## src/rtl/dec_pkg.sv

```systemverilog
`default_nettype none
// +------------------------------------------------------------------+
// | Package : dec_pkg                                                |
// | Brief   : shared types and helpers for the 3-to-8 pulse decoder  |
// | Rev     : 1.0  initial release                                   |
// +------------------------------------------------------------------+
package dec_pkg;

  // Pulse sequencer states; encodings are fixed so waveforms stay readable.
  typedef enum logic [1:0] {
    IDLE  = 2'd0,
    DRIVE = 2'd1,
    GAP   = 2'd2
  } state_t;

  localparam int ONEHOT_W = 8;

  // Bit n of the result is set when code equals n (code MSB is code[0]).
  function automatic logic [0:ONEHOT_W-1] onehot3(input logic [0:2] code);
    logic [0:ONEHOT_W-1] v;
    v       = '0;
    v[code] = 1'b1;
    return v;
  endfunction

endpackage
`default_nettype wire

```

## src/rtl/decoder38_comb.sv

```systemverilog
`default_nettype none
// +------------------------------------------------------------------+
// | Module : decoder38_comb                                          |
// | Brief  : pure combinational 3-bit code to 8-bit one-hot decode   |
// | Rev    : 1.0  initial release                                    |
// +------------------------------------------------------------------+
module decoder38_comb
  import dec_pkg::*;
(
  input  logic [0:2]          i_code,
  output logic [0:ONEHOT_W-1] o_onehot
);

  assign o_onehot = onehot3(i_code);

endmodule
`default_nettype wire

```

## src/rtl/decoder38_pulse.sv

```systemverilog
`default_nettype none
// +------------------------------------------------------------------+
// | Module : decoder38_pulse                                         |
// | Brief  : registered 3-to-8 decoder; accepts a code via valid/     |
// |          ready, drives its one-hot line HOLD_CYCLES clocks, then |
// |          idles GAP_CYCLES clocks before accepting again          |
// | Rev    : 1.0  initial release                                    |
// +------------------------------------------------------------------+
module decoder38_pulse
  import dec_pkg::*;
#(
  parameter int HOLD_CYCLES = 4,
  parameter int GAP_CYCLES  = 1,
  parameter int CNT_W       = 4
) (
  input  logic                clk,
  input  logic                rst_n,
  input  logic                enable,
  input  logic [0:2]          A,
  input  logic                valid,
  output logic                ready,
  output logic [0:ONEHOT_W-1] Q,
  output logic                busy,
  output logic                done
);

  // Refuse to build a configuration whose counter would need to wrap.
  if (HOLD_CYCLES < 1 || GAP_CYCLES < 0 ||
      (HOLD_CYCLES - 1) > (2**CNT_W - 1) ||
      (GAP_CYCLES - 1) > (2**CNT_W - 1)) begin : g_param_check
    $error("decoder38_pulse: HOLD_CYCLES/GAP_CYCLES do not fit CNT_W");
  end

  localparam logic [CNT_W-1:0] c_hold_load = CNT_W'(HOLD_CYCLES - 1);
  localparam logic [CNT_W-1:0] c_gap_load  = CNT_W'((GAP_CYCLES > 0) ? GAP_CYCLES - 1 : 0);
  localparam bit               c_has_gap   = (GAP_CYCLES > 0);

  state_t              r_state;
  state_t              w_state_nxt;
  logic [CNT_W-1:0]    r_cnt;
  logic [CNT_W-1:0]    w_cnt_nxt;
  logic [0:2]          r_code;
  logic [0:2]          w_code_nxt;
  logic [0:ONEHOT_W-1] w_onehot_nxt;
  logic [0:ONEHOT_W-1] w_q_nxt;
  logic                w_busy_nxt;
  logic                w_done_nxt;
  logic [0:ONEHOT_W-1] r_q;
  logic                r_busy;
  logic                r_done;

  // Gating with rst_n keeps ready low while the block is held in reset,
  // so an upstream producer cannot believe a code was taken.
  assign ready = rst_n & enable & (r_state == IDLE);

  // Decode of the code that will be latched at the coming edge; the
  // registered copy of this is what appears on Q.
  decoder38_comb u_dec (
    .i_code   (w_code_nxt),
    .o_onehot (w_onehot_nxt)
  );

  // Next-state, counter and next-output computation.
  always_comb begin
    w_state_nxt = r_state;
    w_cnt_nxt   = r_cnt;
    w_code_nxt  = r_code;
    if (!enable) begin
      // Abort from any state; nothing of the pulse survives.
      w_state_nxt = IDLE;
      w_cnt_nxt   = '0;
    end else begin
      case (r_state)
        IDLE: begin
          // ready is implied here (enable high, state IDLE).
          if (valid) begin
            w_state_nxt = DRIVE;
            w_cnt_nxt   = c_hold_load;
            w_code_nxt  = A;
          end
        end
        DRIVE: begin
          if (r_cnt == '0) begin
            if (c_has_gap) begin
              w_state_nxt = GAP;
              w_cnt_nxt   = c_gap_load;
            end else begin
              w_state_nxt = IDLE;
              w_cnt_nxt   = '0;
            end
          end else begin
            w_cnt_nxt = r_cnt - CNT_W'(1);
          end
        end
        GAP: begin
          if (r_cnt == '0) begin
            w_state_nxt = IDLE;
            w_cnt_nxt   = '0;
          end else begin
            w_cnt_nxt = r_cnt - CNT_W'(1);
          end
        end
        default: begin
          w_state_nxt = IDLE;
          w_cnt_nxt   = '0;
        end
      endcase
    end
  end

  // Outputs are computed from the next state so that, once registered,
  // they line up exactly with the state they describe.
  always_comb begin
    w_q_nxt    = '0;
    w_busy_nxt = (w_state_nxt != IDLE);
    w_done_nxt = 1'b0;
    if (w_state_nxt == DRIVE) begin
      w_q_nxt    = w_onehot_nxt;
      w_done_nxt = (w_cnt_nxt == '0);
    end
  end

  // State, counter, latched code and registered outputs; reset clears
  // the outputs immediately, independent of the clock.
  always_ff @(posedge clk or negedge rst_n) begin
    if (!rst_n) begin
      r_state <= IDLE;
      r_cnt   <= '0;
      r_code  <= '0;
      r_q     <= '0;
      r_busy  <= 1'b0;
      r_done  <= 1'b0;
    end else begin
      r_state <= w_state_nxt;
      r_cnt   <= w_cnt_nxt;
      r_code  <= w_code_nxt;
      r_q     <= w_q_nxt;
      r_busy  <= w_busy_nxt;
      r_done  <= w_done_nxt;
    end
  end

  assign Q    = r_q;
  assign busy = r_busy;
  assign done = r_done;

`ifndef SYNTHESIS
  // An unknown code on an accepted handshake would latch garbage.
  always_ff @(posedge clk) begin
    if (rst_n && valid && ready) begin
      assert (!$isunknown(A))
        else $error("decoder38_pulse: A is X/Z on accept");
    end
  end
`endif

endmodule
`default_nettype wire
```

## config.mk

```make
export PLATFORM = sky130hd
export DESIGN_NAME = decoder38_pulse
export DESIGN_NICKNAME = d
export VERILOG_FILES = /design/src/rtl/dec_pkg.sv /design/src/rtl/decoder38_comb.sv /design/src/rtl/decoder38_pulse.sv
export SDC_FILE = /design/constraint.sdc
export NUM_CORES = 1
export LEC_CHECK = 0
export ABC_AREA = 1
export CAP_MARGIN = 40
export CORE_MARGIN = 4
export CORE_UTILIZATION = 48
export CTS_BUF_LIST = sky130_fd_sc_hd__clkbuf_2 sky130_fd_sc_hd__clkbuf_4 sky130_fd_sc_hd__clkbuf_8
export CTS_CLUSTER_SIZE = 14
export DETAILED_ROUTE_END_ITERATION = 8
export PLACE_DENSITY = 0.74
export SKIP_CTS_REPAIR_TIMING = 1
export SYNTH_ARGS = -nofsm -noshare
export SYNTH_HDL_FRONTEND = slang
export SYNTH_HIERARCHICAL = 1
export SYNTH_SLANG_ARGS = --single-unit
```

## constraint.sdc

```tcl
create_clock -name clk -period 1.65 [get_ports clk]
set_input_delay 0.165 -clock clk [delete_from_list [all_inputs] [get_ports clk]]
set_output_delay 0.165 -clock clk [all_outputs]
set_load 0.05 [all_outputs]
```

==> results of run 1 <==
[cell type report]
| cell class | count | area, sq um |
|---|---|---|
| clock buffer | 4 | 30.0 |
| fill | 164 | 632 |
| inverter | 29 | 111 |
| multi-input combinational | 77 | 480 |
| sequential | 19 | 475 |
| tap | 27 | 33.8 |
| timing repair buffer | 25 | 239 |
[worst max-delay path by stage]
stage	cells past startpoint	slack (ns)	from	end
detailed placement	8	-0.008	enable	Q[0]
floorplan	9	0.00005	r_state[1]	Q[0]
global route	6	-0.01	r_state[1]	ready
finish	9	0.04	r_state[0]	Q[4]
CTS	9	-0.02	r_state[1]	Q[0]
global placement	8	0.05	enable	Q[0]
[cell usage after synthesis (all sizes together)]
| cell type | number |
|---|---|
| ha | 6 |
| o21ai | 2 |
| or2 | 1 |
| a21oi | 2 |
| mux2 | 3 |
| nand2 | 27 |
| nor2 | 25 |
| dfrtp | 19 |
| nand3 | 11 |
| inv | 29 |
[logic make-up after synthesis]
kind of cell,share of synthesized area [%]
adder cells (fa/ha/maj),7.31
multiplexers,3.29
buffers and inverters,10.8
AO/OA/AOI/OAI,1.95
flip-flops,46.3
AND/OR/NAND/NOR,30.3
[state kept, by name (all words and copies together) (netlist names)]
name and cells:
Q 8, busy 1, done 1, r_cnt 4
r_code 3, r_state 2
[power breakdown]
group / switching (uW) / leakage, uW / internal [uW]
registers: 47.6 / 0.000253 / 560
clock network: 121 / 0.0000184 / 110
logic: 625 / 0.000452 / 404
[stage by stage]
stage	util (%)	total power [uW]	worst slack, ns	area, sq um
after global placement	63.7	1490	0.0501	1280
after global routing	68.4	2020	-0.00981	1370
after CTS	65.3	1760	-0.0191	1310
after detailed placement	63.7	1520	-0.00757	1280
final	68.4	1870	0.0384	1370
after floorplan	-	1270	0.0000488	1030
[routing by layer]
metal | part of all wire [%] | routed length (um) | up-vias | track usage, %
li1 | - | - | 431 | -
met1 | 42 | 789 | 378 | 18.2
met2 | 55 | 1040 | 13 | 26.5
met3 | 3.2 | 60 | 2 | 3.27
met4 | 0.63 | 12 | 0 | 4.98
met5 | 0 | 0 | - | 0
==> summary.txt, run 1 <==
Max cap viols -> 0
Vias/cell -> 4.55
Clk Latency, worst-skew pair -> 0.28 ns
Io pins -> 18
Setup crit end kind -> register
Global-route wire length before repair -> 3.14 mm
Hold Slack -> 0.258 ns
FF-to-FF End -> Q[4]
Vias in the first global route -> 781
Synth area leaders -> dfrtp_1 46%, inv_1 9.9%, nand2_1 9.1%
Status -> complete, no violations
Slew Limit Fails -> 0
Clock-pin slew on the worst setup and hold paths -> 0.10 ns
Total Neg Setup Slack -> 0 ns
Clk sinks -> 19
Synthesized area -> 0.00103 sq mm
CP max FO -> 8
Die H -> 54.3 um
Endpoints failing setup -> 0
Drt first-iter violations -> 8
Reg2Reg Setup Slack -> 0.04 ns
Ant. Diodes -> 0
Nets -> 168
Max VDD drop -> 0.939 mV
Initial antenna violation count -> 0
CTS Buf Count -> 3
Routed wire length -> 1.90 mm
Commonest non-fill, non-tap cell in the layout -> nand2_1
Clk_skew -> 0.00490 ns
Die width -> 54.3 um
Synth Instances -> 125
Starting Density -> 51.3%
Post-synth cell types -> 17
Post-Place Cells -> 174
Layout area overhead -> 33.4%
Max Buffers Root-to-Sink -> 2
Critical-path top delay cell -> dfrtp_1
Min cycle time layout -> 1.61 ns
HPWL Detailed -> 1.55 mm
CP most frequent cell -> nand2_1
Share of the synthesized area in the top cell type -> 46.3%
# port buffers -> 17
Seq cells post-synth -> 19
CP required -> 1.83 ns
Power Dens Cells -> 1360 mW/mm^2
# rows -> 16
Slew @ Worst Pin -> 0.504 ns
Root Driver -> clkbuf_4
Max Fclk -> 0.620 GHz
Drc violations -> 0
Post-synthesis sequential area ratio -> 46.3%
Worst reg2reg path depth -> 9
Vias -> 824
Tcrit/Tclk final -> 97.7%
Ordered list of cells on the worst path -> buf_4 -> ha_1 -> or2_2 -> nand2_1 -> nand2_1 -> nand2_2 -> nor2_4 -> inv_4 -> nor2_2
Gpl congestion -> 0.774
Core Box Area -> 0.00200 sq mm
Most frequent cells in the layout -> 24 x nand2_1, 23 x inv_1, 19 x dfrtp_1
Worst path bufs/invs -> 2
Share of layout cells above drive strength 1 -> 28.6%
Antenna Nets Post-Route -> 0
Post-synth top area cell -> dfrtp_1
Worst hold path class -> in -> async
Ys Warns -> 6
Largest net degree at the start of global routing -> 20
Worst setup path class -> reg -> reg
Fin. Hold Viols -> 0
Leak pwr -> 0.000724 uW
Max stage delay on crit path -> 0.40 ns
Relative slew slack -> 66.3%
Global Route Usage Sum -> 15.1%
Grt total ovfl -> 0
Htree depth -> 1
CP startpoint kind -> register
Initial DRT Pass Iterations -> 4
Worst r2r src -> r_state[0]
Finished Layout Cells -> 181
Crit path max-delay family -> simple AND/OR/NAND/NOR gates
Mean Syn Cell Area -> 8.22 sq um
CTS tree -> yes
Avg WL per Cell -> 10.5 um
Die area -> 0.00294 sq mm
Worst EP arrival -> 1.79 ns
Post-Syn Nets -> 138
No activity file was read; power rests on OpenSTA's default activity.
==> inputs of run 2 (changes only) <==
- ABC_CLOCK_PERIOD_IN_PS: not set -> 1650
==> results of run 2 <==
Final layout, timing and power as in run 1 (identical DEF).
==> RTL edit 1, RTL diff (settings of run 2) <==
`r_q` no longer has a reset.
--- a/src/rtl/decoder38_pulse.sv
+++ b/src/rtl/decoder38_pulse.sv
@@ -129,3 +129,2 @@
       r_code  <= '0;
-      r_q     <= '0;
       r_busy  <= 1'b0;
@@ -136,3 +135,2 @@
       r_code  <= w_code_nxt;
-      r_q     <= w_q_nxt;
       r_busy  <= w_busy_nxt;
@@ -140,2 +138,6 @@
     end
+  end
+
+  always_ff @(posedge clk) begin
+    r_q <= w_q_nxt;
   end
Function: changed (Yosys sat finds a counterexample within 4 cycles, from zero or initial values and one cycle with rst_n low).
==> RTL edit 1 against run 2 <==
  * Design area about the same
  * First-iteration DRC count increased by 25%
  * Total power increased by 2.0%
  * Die area increased by 0.42%
  * Critical path type is now reg2out
  * Register-to-register slack improved by 50 ps
  * Count of clock-buffer cells in the layout decreased by 1
  * Synthesized area increased by 0.49%
  * Routed wire length increased by 9.2%
  * Critical endpoint is now Q[0]
  * Setup slack improved by 9.6 ps
  * Largest cell class unchanged
  * Sequential cell count unchanged
==> RTL edit 1: results (changes against run 2) <==
status - finished clean
Met3 Routed Length - 65 um (+8.3%)
met3 GRT Util - 3.81% (+0.54 points)
worst-skew pair later-pin latency - 300 ps (+20 ps)
metal2 WL - 1020 um (-2.0%)
fillers - 165 (+0.61%)
Layout Skew - 6.21 ps (+1.31 ps)
global-route wire length before repair - 3230 um (+2.9%)
vias in the first global route - 768 (-1.7%)
synth top area cells - dfrtp_1, dfxtp_1, nor3b_2
cells after synthesis - 118 (-5.6%)
syn_nets - 131 (-5.1%)
largest net degree at the start of global routing - 12 (-40%)
CP delay by family, top - buffers and inverters
Hold Slack - 225 ps (-32.7 ps)
Metal-1 WL - 979 um (+24%)
overall routed net length - 2070 um (+9.2%)
highest ir drop seen on vdd - 986 uV (+5.0%)
total track usage - 15.5% (+0.40 points)
Crit path arrival time - 1440 ps (-350 ps)
detailed-route via count - 803 (-2.5%)
P_leak - 0.691 nW (-4.5%)
RePlAce Congestion - 0.770 (-0.49%)
r2r setup slk - 90 ps (+50 ps)
list of most frequent post-synthesis cells - nand2_1, inv_1, nor2_1
end of the worst register-to-register path - Q[5]$_SDFF_PP0_
Distinct cells, synth - 19 (+2)
M1 GR Usage - 20.0% (+1.8 points)
CP peak stage delay - 810 ps (+410 ps)
sequential cell power - 0.604 mW (-0.7%)
Post-layout nets - 159 (-5.4%)
DR iter-0 viols - 10 (+2)
reg2reg path depth - 8 (-1)
M2 GR Usage - 25.9% (-0.60 points)
RR Startpoint - r_state[1]$_DFF_PN0_
Post-DP Area - 0.00129 mm^2 (+1.1%)
CP Capture Point - Q[0]
sequential area share after synthesis - 42.2% (-4.1 points)
CP Launch Point - Q[0]$_SDFF_PP0_
share of flip-flops with an asynchronous set or reset - 57.9% (-42 points)
pre-CTS setup slack - 24.5 ps (+32.1 ps)
clock group total power - 0.237 mW (+3%)
Routed WL per cell - 12.1 um (+15%)
fin crit period - 1600 ps (-9.61 ps)
drt first pass iters - 4 (unchanged)
placed insts - 166 (-4.6%)
HPWL after detailed placement - 1610 um (+4.1%)
slowest CP cell - clkdlybuf4s50_1
layout cell share with drive strength beyond 1 - 31.0% (+2.5 points)
measured slew at the worst slew-check pin - 510 ps (+6.36 ps)
-- RTL edit 1: changes by cell type in the layout (fill, tap and decap cells not counted), sizes merged, moves of 8 or more --
cell | run 2 | this run
nor2 | 25 | 16
dfrtp | 19 | 11
nor3b | 0 | 8
inv | 29 | 20
dfxtp | 0 | 8
-- RTL edit 1: cell type report --
cell class / count / area [um^2] / area share [%]
Clock buffer: 3 / 22.5 / 1.65
Clock inverter: 1 / 5.00 / 0.366
Inverter: 20 / 75.1 / 5.48
Multi-Input combinational cell: 77 / 541 / 39.5
Sequential cell: 19 / 435 / 31.8
Tap cell: 27 / 33.8 / 2.47
Timing Repair Buffer: 25 / 256 / 18.7
-- RTL edit 1: kinds of logic (layout without fill, tap and decap cells) --
group,count (synthesis),after routing,synth area share [%]
AND/OR/NAND/NOR,64,64,36.2
buffers and inverters,22,49,9.09
flip-flops,19,19,42.2
adder cells (fa/ha/maj),6,6,7.27
AO/OA/AOI/OAI,4,4,1.94
multiplexers,3,3,3.27
==> RTL edit 2, RTL diff (config.mk and constraints of run 2) <==
Without the edit above. The parameter `CNT_W` goes from 4 to 5.
--- a/src/rtl/decoder38_pulse.sv
+++ b/src/rtl/decoder38_pulse.sv
@@ -13,3 +13,3 @@
   parameter int GAP_CYCLES  = 1,
-  parameter int CNT_W       = 4
+  parameter int CNT_W       = 5
 ) (
Formal check against the unedited RTL: same outputs for any inputs over 10 cycles, from zero or initial values and one cycle with rst_n low; that may be too few to reach the edited logic, so the function may still have changed.
==> RTL edit 2 against run 2 <==
  * Core utilization is 5.5 points higher
  * Synthesized area grew 2.3%
  * Setup slack improved by 2.4 ps
  * Sequential power is 2% higher
  * Total power grew 11%
  * Count of clock-buffer cells in the layout down 1
  * Design area up 9.1%
  * Critical path depth down 8
  * Die area increased by 2.0%
  * Sequential cell count grew 1
  * Routed wire length is 24% higher
  * Final cell count is 5.5% higher
  * Worst hold slack better by 20 ps
==> RTL edit 2: results (changes against run 2) <==
end of the worst register-to-register path - Q[1]$_DFF_PN0_
global-route wire length before repair - 3390 um (+8.1%)
P_int - 1.24 mW (+16%)
Metal-1 WL - 922 um (+17%)
Routed WL per cell - 12.3 um (+18%)
largest net degree at the start of global routing - 21 (+5.0%)
met3 GRT Util - 1.63% (-1.6 points)
M2 GR Usage - 30.5% (+4.0 points)
list of most frequent post-synthesis cells - nand2_1, inv_1, dfrtp_1, nor2_1
CP Capture Point - Q[3]
placed insts - 182 (+4.6%)
reg2reg path depth - 7 (-2)
initial antenna violation count - 0 (unchanged)
CP Launch Point - Q[3]$_DFF_PN0_
sequential area share after synthesis - 47.6% (+1.3 points)
Post-DP Area - 0.00132 mm^2 (+3.2%)
synth top area cells - dfrtp_1, nand2_1, inv_1
RePlAce Congestion - 0.803 (+3.8%)
Crit path arrival time - 1440 ps (-350 ps)
Relative slew margins - 65.2% (-1.1 points)
layout cell share with drive strength beyond 1 - 27.4% (-1.1 points)
clock root buffer - clkbuf_4
CP Max Fanout - 1 (-7)
Layout Skew - 7.28 ps (+2.38 ps)
total track usage - 15.9% (+0.83 points)
fillers - 144 (-12%)
pre-CTS setup slack - -16.8 ps (-9.19 ps)
syn avg cell area - 8.02 um^2 (-2.4%)
r2r setup slk - 70 ps (+30 ps)
detailed-route via count - 919 (+12%)
CP peak stage delay - 800 ps (+400 ps)
slowest CP cell - clkdlybuf4s50_1
M1 GR Usage - 18.1% (-0.17 points)
HP Class - in2async
P_leak - 0.788 nW (+8.8%)
fin crit share - 97.5% (-0.15 points)
metal2 WL - 1310 um (+26%)
CP delay by family, top - buffers and inverters
DR iter-0 viols - 27 (+19)
post-route insts no fill - 191 (+5.5%)
highest ir drop seen on vdd - 1030 uV (+9.4%)
Met3 Routed Length - 96 um (+60%)
syn_nets - 143 (+3.6%)
status - finished clean
RTL edit 2: changes by cell type after synthesis, moves of 2 or more:
cell,change
nand2_1,+8
nand3_1,-4
nor2_1,+5
nor2_2,-6
nor2_4,-2
o21ai_2,+2
RTL edit 2: worst min path at each step:
| stage | to | slack (ps) | cells past startpoint |
|---|---|---|---|
| global route | r_cnt[4]$_DFF_PN0_ | 290 | 2 |
| floorplan | Q[0]$_DFF_PN0_ | -130 | 0 |
| global placement | r_code[0]$_DFF_PN0_ | 510 | 1 |
| detailed placement | r_code[0]$_DFF_PN0_ | 530 | 1 |
| CTS | r_cnt[4]$_DFF_PN0_ | 280 | 2 |
| finish | r_cnt[4]$_DFF_PN0_ | 280 | 2 |
RTL edit 2: cell type report:
class                      count  area [um^2]  area share (%)
clock inverter                 1         30.0            2.01
multi-input combinational     82          529            35.4
inverter                      30          113            7.53
clock buffer                   3         22.5            1.51
timing repair buffer          28          267            17.8
tap                           27         33.8            2.26
sequential                    20          500            33.5
RTL edit 2: worst reg2reg max path: stages (launching register included):
cell,delay [ps]
dfrtp_1,400
buf_4,150
ha_1,230
o21ai_2,230
nand2_1,100
nand2_2,140
nand3_4,140
nor2_2,130
RTL edit 2: power by group through the flow:
stage               Combinational (mW)  Sequential [mW]  Clock [mW]
detailed placement               0.887            0.629           0
global placement                 0.853            0.625           0
global route                      1.15            0.633       0.410
CTS                              0.889            0.619       0.392
floorplan                        0.508            0.740           0
finish                            1.06            0.623       0.386
RTL edit 2: cell families (layout without fill, tap and decap cells):
kind of cell,count (synthesis),in the layout,synth area share [%]
AOI/OAI and AO/OA,9,9,6.07
and+or+nand+nor,64,65,26.4
adders and majority gates,5,5,5.95
muxes,3,3,3.21
DFF,20,20,47.6
buffers and inverters,30,62,10.7
